**src/rtl/debounce_bank.sv**
```systemverilog
// Multi-channel switch debouncer: per-channel synchroniser, tick-gated debounce
// counter, polarity mask, registered edge pulses and one-shot long-press detection.
module debounce_bank #(
  parameter int unsigned        NUM_CH         = 4,
  parameter int unsigned        SYNC_STAGES    = 2,
  parameter int unsigned        DEBOUNCE_TICKS = 100000,
  parameter int unsigned        LONG_TICKS     = 1000000,
  parameter logic [NUM_CH-1:0]  INVERT         = '0
) (
  input  logic              clk,
  input  logic              rst_n,
  input  logic              tick,
  input  logic [NUM_CH-1:0] sw_in,
  output logic [NUM_CH-1:0] state,
  output logic [NUM_CH-1:0] trans_up,
  output logic [NUM_CH-1:0] trans_dn,
  output logic [NUM_CH-1:0] long_press,
  output logic              trans_any
);

  localparam int unsigned    DW       = $clog2(DEBOUNCE_TICKS + 1);
  localparam logic [DW-1:0]  DEB_LAST = DW'(DEBOUNCE_TICKS - 1);

  logic [SYNC_STAGES-1:0] r_sync     [NUM_CH];
  logic [DW-1:0]          r_dcnt     [NUM_CH];
  logic [DW-1:0]          w_dcnt_nxt [NUM_CH];
  logic [NUM_CH-1:0]      r_state;
  logic [NUM_CH-1:0]      r_up;
  logic [NUM_CH-1:0]      r_dn;
  logic                   r_any;
  logic [NUM_CH-1:0]      w_s;
  logic [NUM_CH-1:0]      w_diff;
  logic [NUM_CH-1:0]      w_fire;
  logic [NUM_CH-1:0]      w_up_nxt;
  logic [NUM_CH-1:0]      w_dn_nxt;

  // Debounce decision: mismatch against the current level must survive
  // DEBOUNCE_TICKS consecutive ticks; any match clears the count at once.
  always_comb begin
    w_s    = '0;
    w_diff = '0;
    w_fire = '0;
    for (int i = 0; i < NUM_CH; i++) begin
      w_dcnt_nxt[i] = r_dcnt[i];
      w_s[i]        = r_sync[i][SYNC_STAGES-1] ^ INVERT[i];
      w_diff[i]     = w_s[i] ^ r_state[i];
      w_fire[i]     = w_diff[i] & tick & (r_dcnt[i] == DEB_LAST);
      if (!w_diff[i] || w_fire[i]) begin
        w_dcnt_nxt[i] = '0;
      end else if (tick) begin
        w_dcnt_nxt[i] = r_dcnt[i] + DW'(1);
      end
    end
  end

  assign w_up_nxt = w_fire & ~r_state;
  assign w_dn_nxt = w_fire & r_state;

  always_ff @(posedge clk or negedge rst_n) begin
    if (!rst_n) begin
      for (int i = 0; i < NUM_CH; i++) begin
        r_sync[i] <= {SYNC_STAGES{INVERT[i]}};
        r_dcnt[i] <= '0;
      end
      r_state <= '0;
      r_up    <= '0;
      r_dn    <= '0;
      r_any   <= 1'b0;
    end else begin
      for (int i = 0; i < NUM_CH; i++) begin
        r_sync[i] <= {r_sync[i][SYNC_STAGES-2:0], sw_in[i]};
        r_dcnt[i] <= w_dcnt_nxt[i];
      end
      r_state <= r_state ^ w_fire;
      r_up    <= w_up_nxt;
      r_dn    <= w_dn_nxt;
      r_any   <= |(w_up_nxt | w_dn_nxt);
    end
  end

  assign state     = r_state;
  assign trans_up  = r_up;
  assign trans_dn  = r_dn;
  assign trans_any = r_any;

  generate
    if (LONG_TICKS > 0) begin : g_long
      localparam int unsigned   LW        = $clog2(LONG_TICKS + 1);
      localparam logic [LW-1:0] LONG_MAX  = LW'(LONG_TICKS);
      localparam logic [LW-1:0] LONG_LAST = LW'(LONG_TICKS - 1);

      logic [LW-1:0]     r_lcnt [NUM_CH];
      logic [NUM_CH-1:0] r_long;

      // Saturating hold counter; the pulse fires only on the step into saturation.
      always_ff @(posedge clk or negedge rst_n) begin
        if (!rst_n) begin
          for (int i = 0; i < NUM_CH; i++) begin
            r_lcnt[i] <= '0;
          end
          r_long <= '0;
        end else begin
          for (int i = 0; i < NUM_CH; i++) begin
            if (!r_state[i]) begin
              r_lcnt[i] <= '0;
              r_long[i] <= 1'b0;
            end else begin
              r_long[i] <= tick && (r_lcnt[i] == LONG_LAST);
              if (tick && (r_lcnt[i] != LONG_MAX)) begin
                r_lcnt[i] <= r_lcnt[i] + LW'(1);
              end
            end
          end
        end
      end

      assign long_press = r_long;
    end else begin : g_no_long
      assign long_press = '0;
    end
  endgenerate

endmodule

```
**config.mk**
```make
export PLATFORM = sky130hd
export DESIGN_NAME = debounce_bank
export DESIGN_NICKNAME = d
export VERILOG_FILES = /design/src/rtl/debounce_bank.sv
export SDC_FILE = /design/constraint.sdc
export NUM_CORES = 1
export LEC_CHECK = 0
export ABC_AREA = 1
export CORE_UTILIZATION = 55
export CTS_CLUSTER_SIZE = 8
export DETAILED_ROUTE_END_ITERATION = 7
export PLACE_DENSITY = 0.8
export SYNTH_ARGS = -nofsm -noshare
export SYNTH_HDL_FRONTEND = slang
export SYNTH_SLANG_ARGS = --single-unit
```
**constraint.sdc**
```tcl
create_clock -name clk -period 1.7 [get_ports clk]
set_input_delay 0.255 -clock clk [delete_from_list [all_inputs] [get_ports clk]]
set_output_delay 0.255 -clock clk [all_outputs]
set_load 0.01 [all_outputs]
```
==> reports/summary.txt, run 1 <==
Die Area -> 19300 um2
Die H -> 139 um
FMAX -> 592 MHz
# IOs -> 24
clk_lat worst skew -> 0.44 ns
Synth Area in Compound Gates -> 2.93%
CTS tree -> built
Synth Area in Simple Gates -> 40.0%
Worst Tran Pin Value -> 0.440 ns
post-route cell area -> 12200 um2
antenna violations before repair -> 0
Yosys cell types -> 36
critical path's slowest cell -> dfrtp_2
Die W -> 139 um
Syn. warnings -> 0
sequential-to-total area share from yosys stat -> 42.1%
post-DR wirelength/cell -> 14.2 um
top-count cell post-synth -> nand2_1
initial detailed-routing violation count -> 678
Post-synth top cells -> nand2_1 (388), nor2_1 (295), dfrtp_1 (173)
Overflow after GRT -> 0
largest net degree at the start of global routing -> 42
global placer's final weighted congestion -> 0.914
failing checks -> design-rule violations
Vias -> 9675
clk buf depth -> 2
Pwr Total -> 10300 uW
dpl hpwl -> 16900 um
Fin Clk Skew -> 0.00809 ns
leak pwr -> 0.00569 uW
Root Driver -> clkbuf_16
Post-synth EDFFs -> 0
Ant. Diodes -> 0
Final WS setup -> 0.0103 ns
CTS buffer count -> 17
RSZ-0062 raised after global routing -> true
synthesized flop and latch total -> 173
Post-Syn Instances -> 1445
syn_area_per_cell -> 7.12 um2
WP data arrival -> 1.43 ns
top_reg_cell synth -> dfrtp_1
post-synthesis mux area share -> 0%
largest family of logic cells by synthesized area -> simple AND/OR/NAND/NOR gates
Tmin final -> 1.69 ns
Synth top area share -> 42.1%
Synth Area in XOR/XNOR -> 4.98%
worst hold slack -> 0.249 ns
crit end category -> primary output
max incr delay on CP -> 0.42 ns
Async S/R FF share, synth -> 100%
Final Hold Vio Count -> 0
Placed Area -> 11200 um2
Max-slew headroom -> 70.7%
period utilisation layout -> 99.4%
1st-pass router iterations -> 7
Port-buffer cells -> 23
vias per cell -> 5.44
Initial Util -> 56.7%
CP max FO -> 15
htree depth -> 4
clock slew at reported path FFs -> 0.07 ns
clock sink count -> 173
drt total wl -> 25300 um
area grow syn2layout -> 19.0%
core area -> 18100 um2
Max VDD drop -> 0.676 mV
Adder-Cell Fraction of Synth Area -> 2.43%
CP Launch Type -> register
Slew Limit Fails -> 0
Worst EP required -> 1.44 ns
Synth Net Count -> 1472
layout cells sized above 1 -> 12.3%
setup violators final -> 0
post-route ant nets -> 0
Final Net Count -> 1563
Remaining DRCs -> 4
synth top area cells -> dfrtp_1 (42%), nand2_1 (14%), nor2_1 (11%)
Power Density -> 838 nW/um2
max cap viols -> 0
CP cell instances -> buf_4 > buf_12 > dlygate4sd2_1
first-pass GRT wire length -> 42700 um
vias in the first global route -> 9323
area leader, netlist -> dfrtp_1
Tot GR Track Use -> 26.9%
Core Util, Final -> 67.5%
Site Rows -> 49
status -> complete, but fails checks
dpl ws -> -0.0336 ns
worst min path class -> input pin to register
synthesized cell area -> 10300 um2
critical path class -> register to primary output
-- cell usage in the layout (no fill, tap or decap), types with 21 or more instances in the layout --
master / instances
nand2_1: 385
nor2_1: 275
dfrtp_1: 172
nand3_1: 139
inv_1: 137
buf_4: 72
nand4_1: 55
nor3_1: 49
xor2_1: 48
a21oi_1: 25
nor2_2: 21
-- worst max-delay path, delay by kind of cell (launching register included) --
kind	cells	cell delay [ns]
buf+inv	3	0.58
flops	1	0.42
-- logic make-up (layout without fill, tap and decap cells) --
kind of cell    Yosys count  count (layout)
xor+xnor                 56              56
compound gates           54              54
fa+ha+maj                20              20
flops                   173             173
buf+inv                 183             286
simple gates            959             959
-- layer usage --
layer  share of wire (%)  up-vias  global-route usage [%]
met2                  49      314                    45.3
met5                   0        -                       0
met3                 5.4       61                    4.73
li1                    -     4778                       -
met1                  44     4522                    35.3
met4                 2.1        0                    8.83
-- metrics by stage --
| stage | instances | TNS [ns] |
|---|---|---|
| 2_1_floorplan | 1445 | 0 |
| 3_3_place_gp | 1731 | 0 |
| 3_5_place_dp | 1731 | -0.0336 |
| 4_1_cts | 1770 | 0 |
| 5_1_grt | 1777 | -0.182 |
| 6_report | 1777 | 0 |
-- area by class of cell --
type,instances,area (um2)
Timing Repair Buffer,110,1060
Fill cell,1475,5900
Clock inverter,11,215
Inverter,145,568
Sequential cell,173,4330
Tap cell,229,287
Clock buffer,20,447
Multi-Input combinational cell,1089,5340
-- state kept, by name, indices dropped and copies added (netlist names) --
signal / cells
r_sync: 8
trans_any: 1
g_long.r_lcnt: 80
trans_dn: 4
trans_up: 4
state: 4
long_press: 4
r_dcnt: 68
-- report_power, final --
group	switching, uW	internal [uW]	total (uW)
Clock	1650	2790	4430
Combinational	711	464	1180
Sequential	326	4330	4660
Total	2680	7580	10300
-- repair_timing --
action,CTS,global route
endpoints found under the hold margin,34,0
gates cloned,2,0
hold buffers,1,0
pin swaps,0,10
endpoints found under the setup margin,6,70
resized for setup,18,56
buffers inserted,5,7
-- final timing paths --
kind,to,slack (ns),startpoint,depth (start not counted)
max,state[3],0.01,state[3],3
max in group asynchronous,g_long.r_lcnt[28],0.79,rst_n,3
min reg2reg,r_sync[1],0.37,r_sync[0],0
min,r_sync[6],0.25,sw_in[0],1
min in group asynchronous,g_long.r_lcnt[73],0.31,rst_n,2
max reg2reg,trans_any,0.03,state[0],7
(Power assumes the default switching activity.)
==> run 2: changes to the inputs <==
==> constraint.sdc (replaced) <==
create_clock -name clk -period 1.7 [get_ports clk]
set_input_delay 0.255 -clock clk [delete_from_list [all_inputs] [get_ports clk]]
set_output_delay 0.255 -clock clk [all_outputs]
set_load 0.005 [all_outputs]
==> run 2 against run 1 <==
The run still ends with design-rule violations left; critical path type is now register to register; global-route usage is 0.12 points lower; via count is 0.23% higher; critical endpoint is now trans_any; die area stayed put; worst hold slack hardly changed; sequential power hardly changed; highest routed layer unchanged.
==> reports/summary.txt, run 2 (synthesis results as in run 1) <==
CP Launch Type -> register
Die H -> 139 um
max reg flops -> 80
worst hold slack -> 0.249 ns
fillers -> 1486
FMAX -> 615 MHz
CP max FO -> 2
leak pwr -> 0.00566 uW
crit end category -> register
core area -> 18100 um2
WHS Path Cells -> 3
Die W -> 139 um
Core Util, Final -> 66.8%
clock sink count -> 173
Final Hold Vio Count -> 0
placed cell count -> 1733
Worst Tran Pin Value -> 0.450 ns
RSZ-0062 raised after global routing -> true
final setup TNS -> 0 ns
Initial Util -> 56.7%
Fin Clk Skew -> 0.00625 ns
Ant. Diodes -> 0
commonest non-fill, non-tap cell in the layout -> nand2_1
clk buf depth -> 2
r2r setup slk -> 0.08 ns
Die Area -> 19300 um2
global placer's final weighted congestion -> 0.936
min-delay src -> tick
initial detailed-routing violation count -> 736
post-DR wirelength/cell -> 13.9 um
Overflow after GRT -> 0
RR Startpoint -> state[0]
Vias -> 9697
Hold Path End -> r_dcnt[18]
most frequent cells in the layout -> nand2_1 (385), nor2_1 (278), dfrtp_1 (170), inv_1 (140), nand3_1 (138)
period utilisation layout -> 95.6%
CTS tree -> built
clock slew at reported path FFs -> 0.06 ns
Max-slew headroom -> 70.0%
Root Driver -> clkbuf_16
Port-buffer cells -> 23
# IOs -> 24
Remaining DRCs -> 5
antenna violations before repair -> 0
largest registers -> g_long.r_lcnt x80, r_dcnt x68, r_sync x8
critical path class -> register to register
Worst EP required -> 2.01 ns
vias in the first global route -> 9259
worst min path class -> input pin to register
setup violators final -> 0
Tot GR Track Use -> 26.8%
vias per cell -> 5.45
post-route ant nets -> 0
first-pass GRT wire length -> 42400 um
post-route cell area -> 12100 um2
1st-pass router iterations -> 7
Site Rows -> 49
r2r endpoint -> trans_any
Top reg by flops -> g_long.r_lcnt
drt total wl -> 24700 um
Power Density -> 795 nW/um2
non-filler cells, final -> 1778
Slew Limit Fails -> 0
clk_lat worst skew -> 0.43 ns
status -> complete, but fails checks
Final Net Count -> 1564
Max VDD drop -> 0.953 mV
CTS buffer count -> 17
failing checks -> design-rule violations
Placed Area -> 11200 um2
largest net degree at the start of global routing -> 44
max cap viols -> 0
dpl hpwl -> 16700 um
layout cells sized above 1 -> 11.7%
area grow syn2layout -> 17.8%
Tmin final -> 1.62 ns
FF-to-FF path depth -> 7
htree depth -> 4
WP data arrival -> 1.93 ns
## run 2: changes by cell type in the layout (fill, tap and decap cells not counted), moves of 4 or more
cell       change
nor2_2         -4
ha_2           -5
bufinv_16      -4
ha_1           +6
## run 2: area by class of cell
class                   instances  area [um2]  share of cell area (%)
multi-input cells            1089        5300                    43.8
flip-flops and latches        173        4330                    35.8
repair buffers                111        1060                    8.77
inverters                     145         557                    4.59
clock buffers                  22         464                    3.83
well taps                     229         287                    2.36
clock inverters                 9         113                   0.929
## run 2: report_power, final
group / leakage (uW) / switching, uW / internal, uW
Combinational: 0.00304 / 661 / 438
Sequential: 0.00234 / 319 / 4330
Clock: 0.000281 / 1630 / 2240
Total: 0.00566 / 2610 / 7010
## run 2: worst max-delay path: stages, from the launching register on
cell and delay [ns]:
dfrtp_1 0.41, buf_4 0.16, xor2_2 0.18, nand4_1 0.12
inv_1 0.08, ha_1 0.22, nor4_4 0.27, nand2_1 0.07
## run 2: routing by layer
layer | track usage, % | up-vias | share of wire (%)
li1 | - | 4795 | -
met1 | 34.9 | 4525 | 44
met2 | 45.2 | 336 | 48
met3 | 4.56 | 41 | 5.8
met4 | 9.53 | 0 | 2.0
met5 | 0 | - | 0
## run 2: worst max-delay path by stage
| stage | start | to | slack [ns] |
|---|---|---|---|
| after global routing | g_long.r_lcnt[21] | g_long.r_lcnt[38] | -0.02 |
| after floorplan | state[0] | trans_any | 0.05 |
| after CTS | state[0] | state[0] | 0.008 |
| after detailed placement | tick | r_dcnt[47] | 0.02 |
| after global placement | r_dcnt[18] | trans_any | 0.08 |
| final | state[0] | trans_any | 0.08 |
## run 2: per-stage QoR
stage / power (uW) / setup slack [ns]
6_report: 9630 / 0.0751
2_1_floorplan: 5410 / 0.0546
3_5_place_dp: 5770 / 0.0203
5_1_grt: 10100 / -0.0189
4_1_cts: 9640 / 0.00778
3_3_place_gp: 5710 / 0.0770
## run 2: timing repair
action	4_1_cts	5_1_grt
setup endpoints to repair	4	80
setup buffers	8	3
endpoints found under the hold margin	37	0
hold buffers	1	0
cloned	2	0
gates resized for setup	16	48
pin swaps	0	4
